--- src/rtl/rr_mux_arb_pkg.sv ---
// Shared arbiter state type, parameter limits and pointer helper for rr_mux_arb.
package rr_mux_arb_pkg;

  typedef enum logic {
    ARB  = 1'b0,
    LOCK = 1'b1
  } arb_state_t;

  localparam int SIZE_MIN     = 2;
  localparam int SIZE_MAX     = 16;
  localparam int PIPELINE_MIN = 0;
  localparam int PIPELINE_MAX = 4;

  function automatic int next_idx(input int idx, input int size);
    return (idx + 1 >= size) ? 0 : idx + 1;
  endfunction

endpackage

--- src/rtl/rr_mux_arb_pick.sv ---
// Rotate-priority pick: first set req_valid bit at or after ptr, wrapping to 0.
// Purely combinational, no backpressure of its own.
module rr_pick
  import rr_mux_arb_pkg::*;
#(
  parameter int SIZE   = 4,
  parameter int WIDTHS = 2
) (
  input  logic [WIDTHS-1:0] ptr,
  input  logic [SIZE-1:0]   req_valid,
  output logic [WIDTHS-1:0] winner,
  output logic              found
);

  logic [WIDTHS-1:0] win_hi;
  logic [WIDTHS-1:0] win_lo;
  logic              found_hi;

  // Descending scan so the lowest qualifying index is the last one written.
  always_comb begin
    win_hi   = '0;
    win_lo   = '0;
    found_hi = 1'b0;
    for (int i = SIZE - 1; i >= 0; i--) begin
      if (req_valid[i]) begin
        win_lo = WIDTHS'(i);
      end
      if (req_valid[i] && (i >= int'(ptr))) begin
        win_hi   = WIDTHS'(i);
        found_hi = 1'b1;
      end
    end
  end

  assign winner = found_hi ? win_hi : win_lo;
  assign found  = |req_valid;

endmodule

--- src/rtl/rr_mux_arb.sv ---
// Round-robin N:1 mux arbiter; PIPELINE register stages (0 = combinational), stalls when out_valid && !out_ready.
// Define RR_MUX_ARB_LOCK_EN to add req_last and hold the grant across a burst (ARB/LOCK FSM).
module rr_mux_arb
  import rr_mux_arb_pkg::*;
#(
  parameter int WIDTH    = 32,
  parameter int SIZE     = 4,
  parameter int WIDTHS   = 2,
  parameter int PIPELINE = 1
) (
  input  logic                    clock,
  input  logic                    sclr,
  input  logic                    clken,
  input  logic [SIZE-1:0]         req_valid,
  input  logic [SIZE*WIDTH-1:0]   req_data,
`ifdef RR_MUX_ARB_LOCK_EN
  input  logic [SIZE-1:0]         req_last,
`endif
  output logic [SIZE-1:0]         req_ready,
  output logic                    out_valid,
  input  logic                    out_ready,
  output logic [WIDTH-1:0]        out_data,
  output logic [WIDTHS-1:0]       out_sel
);

  logic [WIDTH-1:0]  req_word [SIZE];
  logic [WIDTHS-1:0] ptr;
  logic [WIDTHS-1:0] winner;
  logic [SIZE-1:0]   cand;
  logic              found;
  logic              adv;
  logic              grant;
  logic              ptr_step;

  for (genvar g = 0; g < SIZE; g++) begin : g_word
    assign req_word[g] = req_data[g*WIDTH +: WIDTH];
  end

`ifdef RR_MUX_ARB_LOCK_EN
  arb_state_t        state;
  arb_state_t        state_nxt;
  logic [WIDTHS-1:0] lock_idx;

  // While locked only the burst owner is a candidate.
  assign cand = (state == LOCK) ? (req_valid & (SIZE'(1) << lock_idx)) : req_valid;

  always_ff @(posedge clock) begin
    if (sclr) begin
      state    <= ARB;
      lock_idx <= '0;
    end else begin
      state <= state_nxt;
      if (grant && (state == ARB)) begin
        lock_idx <= winner;
      end
    end
  end

  always_comb begin
    state_nxt = state;
    ptr_step  = 1'b0;
    case (state)
      ARB: begin
        if (grant) begin
          if (req_last[winner]) begin
            ptr_step = 1'b1;
          end else begin
            state_nxt = LOCK;
          end
        end
      end
      LOCK: begin
        if (grant && req_last[winner]) begin
          ptr_step  = 1'b1;
          state_nxt = ARB;
        end
      end
      default: state_nxt = ARB;
    endcase
  end
`else
  assign cand     = req_valid;
  assign ptr_step = grant;
`endif

  rr_pick #(
    .SIZE   (SIZE),
    .WIDTHS (WIDTHS)
  ) u_pick (
    .ptr       (ptr),
    .req_valid (cand),
    .winner    (winner),
    .found     (found)
  );

  assign adv       = clken && !(out_valid && !out_ready);
  assign grant     = found && adv && !sclr;
  assign req_ready = grant ? (SIZE'(1) << winner) : '0;

  always_ff @(posedge clock) begin
    if (sclr) begin
      ptr <= '0;
    end else if (ptr_step) begin
      ptr <= WIDTHS'(next_idx(int'(winner), SIZE));
    end
  end

  if (PIPELINE == 0) begin : g_comb
    assign out_valid = found;
    assign out_data  = found ? req_word[winner] : '0;
    assign out_sel   = found ? winner : '0;
  end else begin : g_pipe
    logic [PIPELINE-1:0] stg_vld;
    logic [WIDTH-1:0]    stg_dat [PIPELINE];
    logic [WIDTHS-1:0]   stg_sel [PIPELINE];

    // Bubbles carry zero payload so out_data/out_sel read 0 whenever out_valid is low.
    always_ff @(posedge clock) begin
      if (sclr) begin
        stg_vld <= '0;
        for (int s = 0; s < PIPELINE; s++) begin
          stg_dat[s] <= '0;
          stg_sel[s] <= '0;
        end
      end else if (adv) begin
        stg_vld[0] <= grant;
        stg_dat[0] <= grant ? req_word[winner] : '0;
        stg_sel[0] <= grant ? winner : '0;
        for (int s = 1; s < PIPELINE; s++) begin
          stg_vld[s] <= stg_vld[s-1];
          stg_dat[s] <= stg_dat[s-1];
          stg_sel[s] <= stg_sel[s-1];
        end
      end
    end

    assign out_valid = stg_vld[PIPELINE-1];
    assign out_data  = stg_dat[PIPELINE-1];
    assign out_sel   = stg_sel[PIPELINE-1];
  end

endmodule

--- config.mk ---
export PLATFORM = sky130hd
export DESIGN_NAME = rr_mux_arb
export DESIGN_NICKNAME = d
export VERILOG_FILES = /design/src/rtl/rr_mux_arb_pkg.sv /design/src/rtl/rr_mux_arb_pick.sv /design/src/rtl/rr_mux_arb.sv
export SDC_FILE = /design/constraint.sdc
export NUM_CORES = 1
export LEC_CHECK = 0
export CORE_MARGIN = 10
export CORE_UTILIZATION = 65
export DETAILED_ROUTE_END_ITERATION = 6
export DONT_BUFFER_PORTS = 1
export GPL_TIMING_DRIVEN = 0
export PLACE_DENSITY = 0.89
export SYNTH_ARGS = -nofsm -noshare
export SYNTH_HDL_FRONTEND = slang
export SYNTH_SLANG_ARGS = --single-unit
--- constraint.sdc ---
create_clock -name clock -period 5.67 [get_ports clock]
set_input_delay 1.701 -clock clock [delete_from_list [all_inputs] [get_ports clock]]
set_output_delay 1.701 -clock clock [all_outputs]
set_load 0.005 [all_outputs]
After elaboration in Yosys (flattened, before gate mapping)
Memories as Yosys holds them, arrays and structs flattened.
Index checks and enable logic that the tools add are counted.
- add/sub/neg operators: 1
- $lt $le $gt $ge: 5
- shift operators: 1
- muxes and demuxes: 28
- bitwise logic cells: 1
- reductions and logical operators: 13
- operators with widths (kind ; count):
    32-bit 2-to-1 mux ; 4
    32-bit binary-select mux with 2-bit select ; 1
    32-bit OR reduction ; 1
    2-bit 2-to-1 mux ; 11
    1-bit 2-to-1 mux ; 11
    1-bit logical AND ; 7
    3-bit greater-or-equal comparator, second input constant ; 2
    1-bit by 2-bit greater-or-equal comparator with 1-bit output, first input constant ; 2
    4-bit 2-to-1 mux ; 1
    4-bit OR reduction ; 1
    1-bit by 2-bit left shift with 4-bit output, first input constant ; 1
    2-bit by 1-bit adder with 3-bit output, second input constant ; 1
    1-bit logical NOT ; 3
    2-bit NOT with 3-bit output ; 1
    2-bit greater-or-equal comparator, first input constant ; 1
    2-bit OR reduction ; 1
- register bits after elaboration: 3
- memory bits (writable): 34
- input port bits: 136
- output and inout port bits: 39
- logic and storage cells: 53
- memories: 2
- memory list (name ; words ; bits a word ; read ports ; clocked after memory_dff ; write ports ; line ; text):
    g_pipe.stg_dat ; 1 ; 32 ; 1 ; 0 ; 1 ; rr_mux_arb.sv:114 ; logic [WIDTH-1:0] stg_dat [PIPELINE];
    g_pipe.stg_sel ; 1 ; 2 ; 1 ; 0 ; 1 ; rr_mux_arb.sv:115 ; logic [WIDTHS-1:0] stg_sel [PIPELINE];

Logic depth before layout (Yosys ltp)
- word-level depth: 12
- depth in mapped cells: 9
- mapped depth without buffers: 7

Cells and area by module
Synthesis repeated with hierarchy kept, for this count alone.
- cell total of the unflattened synthesis: 151
- area total of the unflattened synthesis: 2383.5 µm²
- by module, submodules not included (module ; instances ; cells an instance ; area each (µm²) ; seq. area each (µm²)):
    rr_mux_arb ; 1 ; 138 ; 2306.0 ; 1081.0
    rr_pick ; 1 ; 13 ; 77.6 ; 0.0

Worst setup path after synthesis
Ideal clock, no wire load.
- path kind: input to output
- start: input req_valid[2]
- end: output req_ready[1]
- arrival time: 3089 ps
- required time: 3969 ps
- slack: 880 ps
- stages: 8
- buffers on the path: 2
- cells stage by stage: mux2i_1 > nor2_1 > nor3_1 > buf_2 > clkbuf_1 > ha_1 > inv_1 > nor2_1
- word-level cells in the longest chain between the ends: 7
- elaborated cells between the ends (all ways): 16
- classes of those cells: shift (1); mux (11); reduce/logical (4)
- ends and longest elaborated chain (what ; line ; text):
    start: declaration ; rr_mux_arb.sv:14 ; input logic [SIZE-1:0] req_valid,
    1-bit logical AND ; rr_mux_arb_pick.sv:28 ; if (req_valid[i] && (i >= int'(ptr))) begin
    2-bit 2-to-1 mux or 1-bit 2-to-1 mux (tied branches) (3 in series) ; rr_mux_arb_pick.sv:28 ;
    2-bit 2-to-1 mux ; rr_mux_arb_pick.sv:35 ; assign winner = found_hi ? win_hi : win_lo;
    1-bit by 2-bit left shift with 4-bit output ; rr_mux_arb.sv:98 ; assign req_ready = grant ? (SIZE'(1) << winner) : '0;
    4-bit 2-to-1 mux (*) ; rr_mux_arb.sv:98 ;
    end: declaration ; rr_mux_arb.sv:19 ; output logic [SIZE-1:0] req_ready,
Mark *: on every way between the ends. The rest lies on a longest branch, timed or not.

Final worst setup path
Ends and elaborated chain as after synthesis.

==> run_results.csv <==
group,metric,value,unit
worst_setup_path,crit_fanout,10,
grt,grt-ovfl-total,0,
worst_setup_path,reg2regPathDepth,9,
pwr,ir_drop,0.000203,V
worst_hold_path,min_from,"ptr[0]",
logic_synthesis,ys_warn_count,0,
logic_synthesis,synthArstFlopShare,0,%
timing,fin_crit,5270,ps
grt,grt_first_pass_wirelength,11600,µm
clock_tree,cts_max_level,2,
timing,min_period_over_period,93.0,%
worst_hold_path,hold_path_class,"reg2reg",
logic_synthesis,synth_top_area_share,44.8,%
logic_synthesis,ys_ff_latch,37,
outcome,outcome,"completed",
logic_synthesis,synth.most_common_cell,"edfxtp_1",
worst_setup_path,path_buf_inv,3,
route,totalWireLength,7730,µm
worst_setup_path,cp_common_cell,"nor2_1",
worst_setup_path,regToRegStartpoint,"ptr[1]",
pwr,leakagePower,0.853,nW
logic_synthesis,yosys_most_used_dff,"edfxtp_1",
worst_setup_path,arrival,3570,ps
clock_tree,cts_buffer_depth,2,
route,post_drt_wl_per_cell,30.6,µm
floorplan,die_y,79.2,µm
logic_synthesis,synth_top_area_cell,"edfxtp_1",
worst_setup_path,path_class,"in2out",
finish,area_delta_synth_final,7.03,%
clock_tree,ctsResizeCount,0,
worst_setup_path,setup.worst_path.start,"req_valid[2]",
timing,tns,0,ps
worst_setup_path,r2r_setup_slack,3100,ps
worst_setup_path,cp_top_family,"buffers and inverters",
placed_design,numPortBuffers,0,
floorplan,row_count,21,
logic_synthesis,synthesis.area,0.00228,mm²
timing,slew_violations,0,
timing,hold_slack,523,ps
logic_synthesis,synth_area_leaders,"edfxtp_1, a22oi_2, a221oi_1",
timing,max-slew-margin-rel,9.62,%
timing,fin_skew,11.6,ps
worst_setup_path,r2r_end,"ptr[1]",
floorplan,start_util,67.8,%
clock_tree,cts_tree,"done",
finish,n_antenna_cell,0,
timing,rsz0062_at_grt,"no",
worst_hold_path,hold_path_end,"ptr[0]",
clock_tree,clock-sinks,37,
run,maxCapViolations,0,
route,drt_iter0_markers,220,
route,drc,0,
worst_setup_path,path_cells,"mux2i_1 > nor2_1 > nor3_1 > buf_2 > clkbuf_1 > ha_1 > inv_1 > nor2_1",
timing,clock.fmax,0.190,GHz
placed_design,place.gp.congestion,0.801,
floorplan,dieArea,0.00628,mm²
clock_tree,clk_latency,340,ps
logic_synthesis,yosys-top-cells-count,"edfxtp_1, a21oi_1, a221oi_1",
logic_synthesis,netlist_instances,199,
clock_tree,holdBufCountCts,0,
worst_setup_path,cp-start-kind,"primary input",
logic_synthesis,synth_area_per_cell,11.5,µm²
logic_synthesis,ys_types,29,
grt,grt_pass1_vias,2008,
route,first_pass_iters,4,
timing,setup_violations,0,
floorplan,die_w,79.2,µm
route,vias,1879,
finish,nets,343,
finish,post-route-util,72.5,%
worst_setup_path,slowest_delay,460,ps
route,antenna_left,0,
grt,grt_start_max_net_pins,35,
floorplan,ios,175,
logic_synthesis,synth_edf_count,34,
finish,drive_gt1_share,19.3,%
clock_tree,clockRootBuffer,"clkbuf_4",
placed_design,place_hpwl,6300,µm
pwr,powerDensity,307,mW/mm²
logic_synthesis,yosysSeqAreaShare,47.4,%
logic_synthesis,syn_nets,336,
grt,grt_antenna_before_repair,0,
worst_setup_path,worstPathRequired,3970,ps
clock_tree,path_clk_slew,120,ps
floorplan,core_area,0.00336,mm²
worst_setup_path,endpoint_kind,"output pin",
grt,grtUsageTotal,23.2,%
clock_tree,cts_buffers,5,
timing,hold_viol,0,
route,via_per_inst,7.43,
clock_tree,post_cts_buffers,0,
worst_hold_path,hold_depth,2,
worst_setup_path,slowest_stage,"nor3_1",
timing,worst_pin_slew,1360,ps
how the worst max path moves through the flow:
stage | end | cells after the start
detailed placement | req_ready[1] | 8
global placement | req_ready[1] | 8
global route | req_ready[1] | 8
finish | req_ready[1] | 8
floorplan | req_ready[1] | 8
CTS | req_ready[1] | 8
kinds of logic after synthesis:
logic type / Yosys count / share of synthesized area (%)
mux: 10 / 4.39
simple gates: 32 / 8.34
buf+inv: 24 / 5.54
flops: 37 / 47.4
fa+ha+maj: 1 / 0.549
compound gates: 95 / 33.8
metrics by stage:
step | setup WS, ps | cell area, µm² | instances | power [mW]
5_1_grt | 164 | 2440 | 253 | 0.783
6_report | 398 | 2440 | 253 | 0.748
3_5_place_dp | 422 | 2340 | 245 | 0.531
4_1_cts | 403 | 2440 | 253 | 0.751
2_1_floorplan | 880 | 2280 | 199 | 0.486
3_3_place_gp | 503 | 2340 | 245 | 0.521
flip-flops by register name, summed over array words and instances, names as in the netlist:
register and count:
g_pipe.stg_dat 32, g_pipe.stg_sel 2, out_valid 1, ptr 2
layer usage:
metal	up-vias	global-route usage [%]	part of all wire, %
met5	-	0	0
met4	0	3.94	0.54
met3	4	13.1	13
met2	138	42.2	53
met1	891	22.8	34
li1	846	-	-
layout by cell type (no fill, tap or decap), types with 2 or more instances in the layout:
cell and instances:
nor2_1 6, dfxtp_1 3, clkbuf_1 10, a22oi_1 6, nor3_1 2, a22oi_2 18, clkbuf_4 5, a221oi_1 23
nor4_1 2, inv_1 2, buf_2 8, a21oi_1 26, bufinv_16 2, nand2_1 3, buf_6 3, and3_1 9
mux2i_1 10, a211oi_1 19, edfxtp_1 34, nand2b_1 2, nor2b_1 3
power by group:
part / switching, mW / internal [mW] / leakage (nW) / total [mW]
registers: 0.0251 / 0.347 / 0.390 / 0.372
logic: 0.0911 / 0.0599 / 0.408 / 0.151
clock network: 0.0884 / 0.136 / 0.0552 / 0.225
total: 0.205 / 0.544 / 0.853 / 0.748
worst register-to-register path, stage by stage (launching register included):
cell and delay (ps):
dfxtp_1 420, mux2i_1 210, nor2_1 90, nor3_1 470, buf_2 320, clkbuf_1 440
ha_1 330, nor2_1 110, a21oi_1 50, nor2_1 90
layout make-up:
type / instances / area, µm²
Sequential cell: 37 / 1080
Multi-Input combinational cell: 138 / 1070
Fill cell: 239 / 923
Buffer: 22 / 119
Clock inverter: 3 / 65.1
Tap cell: 46 / 57.6
Clock buffer: 5 / 37.5
Inverter: 2 / 7.51
Note: power is estimated with default switching activity, not from simulation.
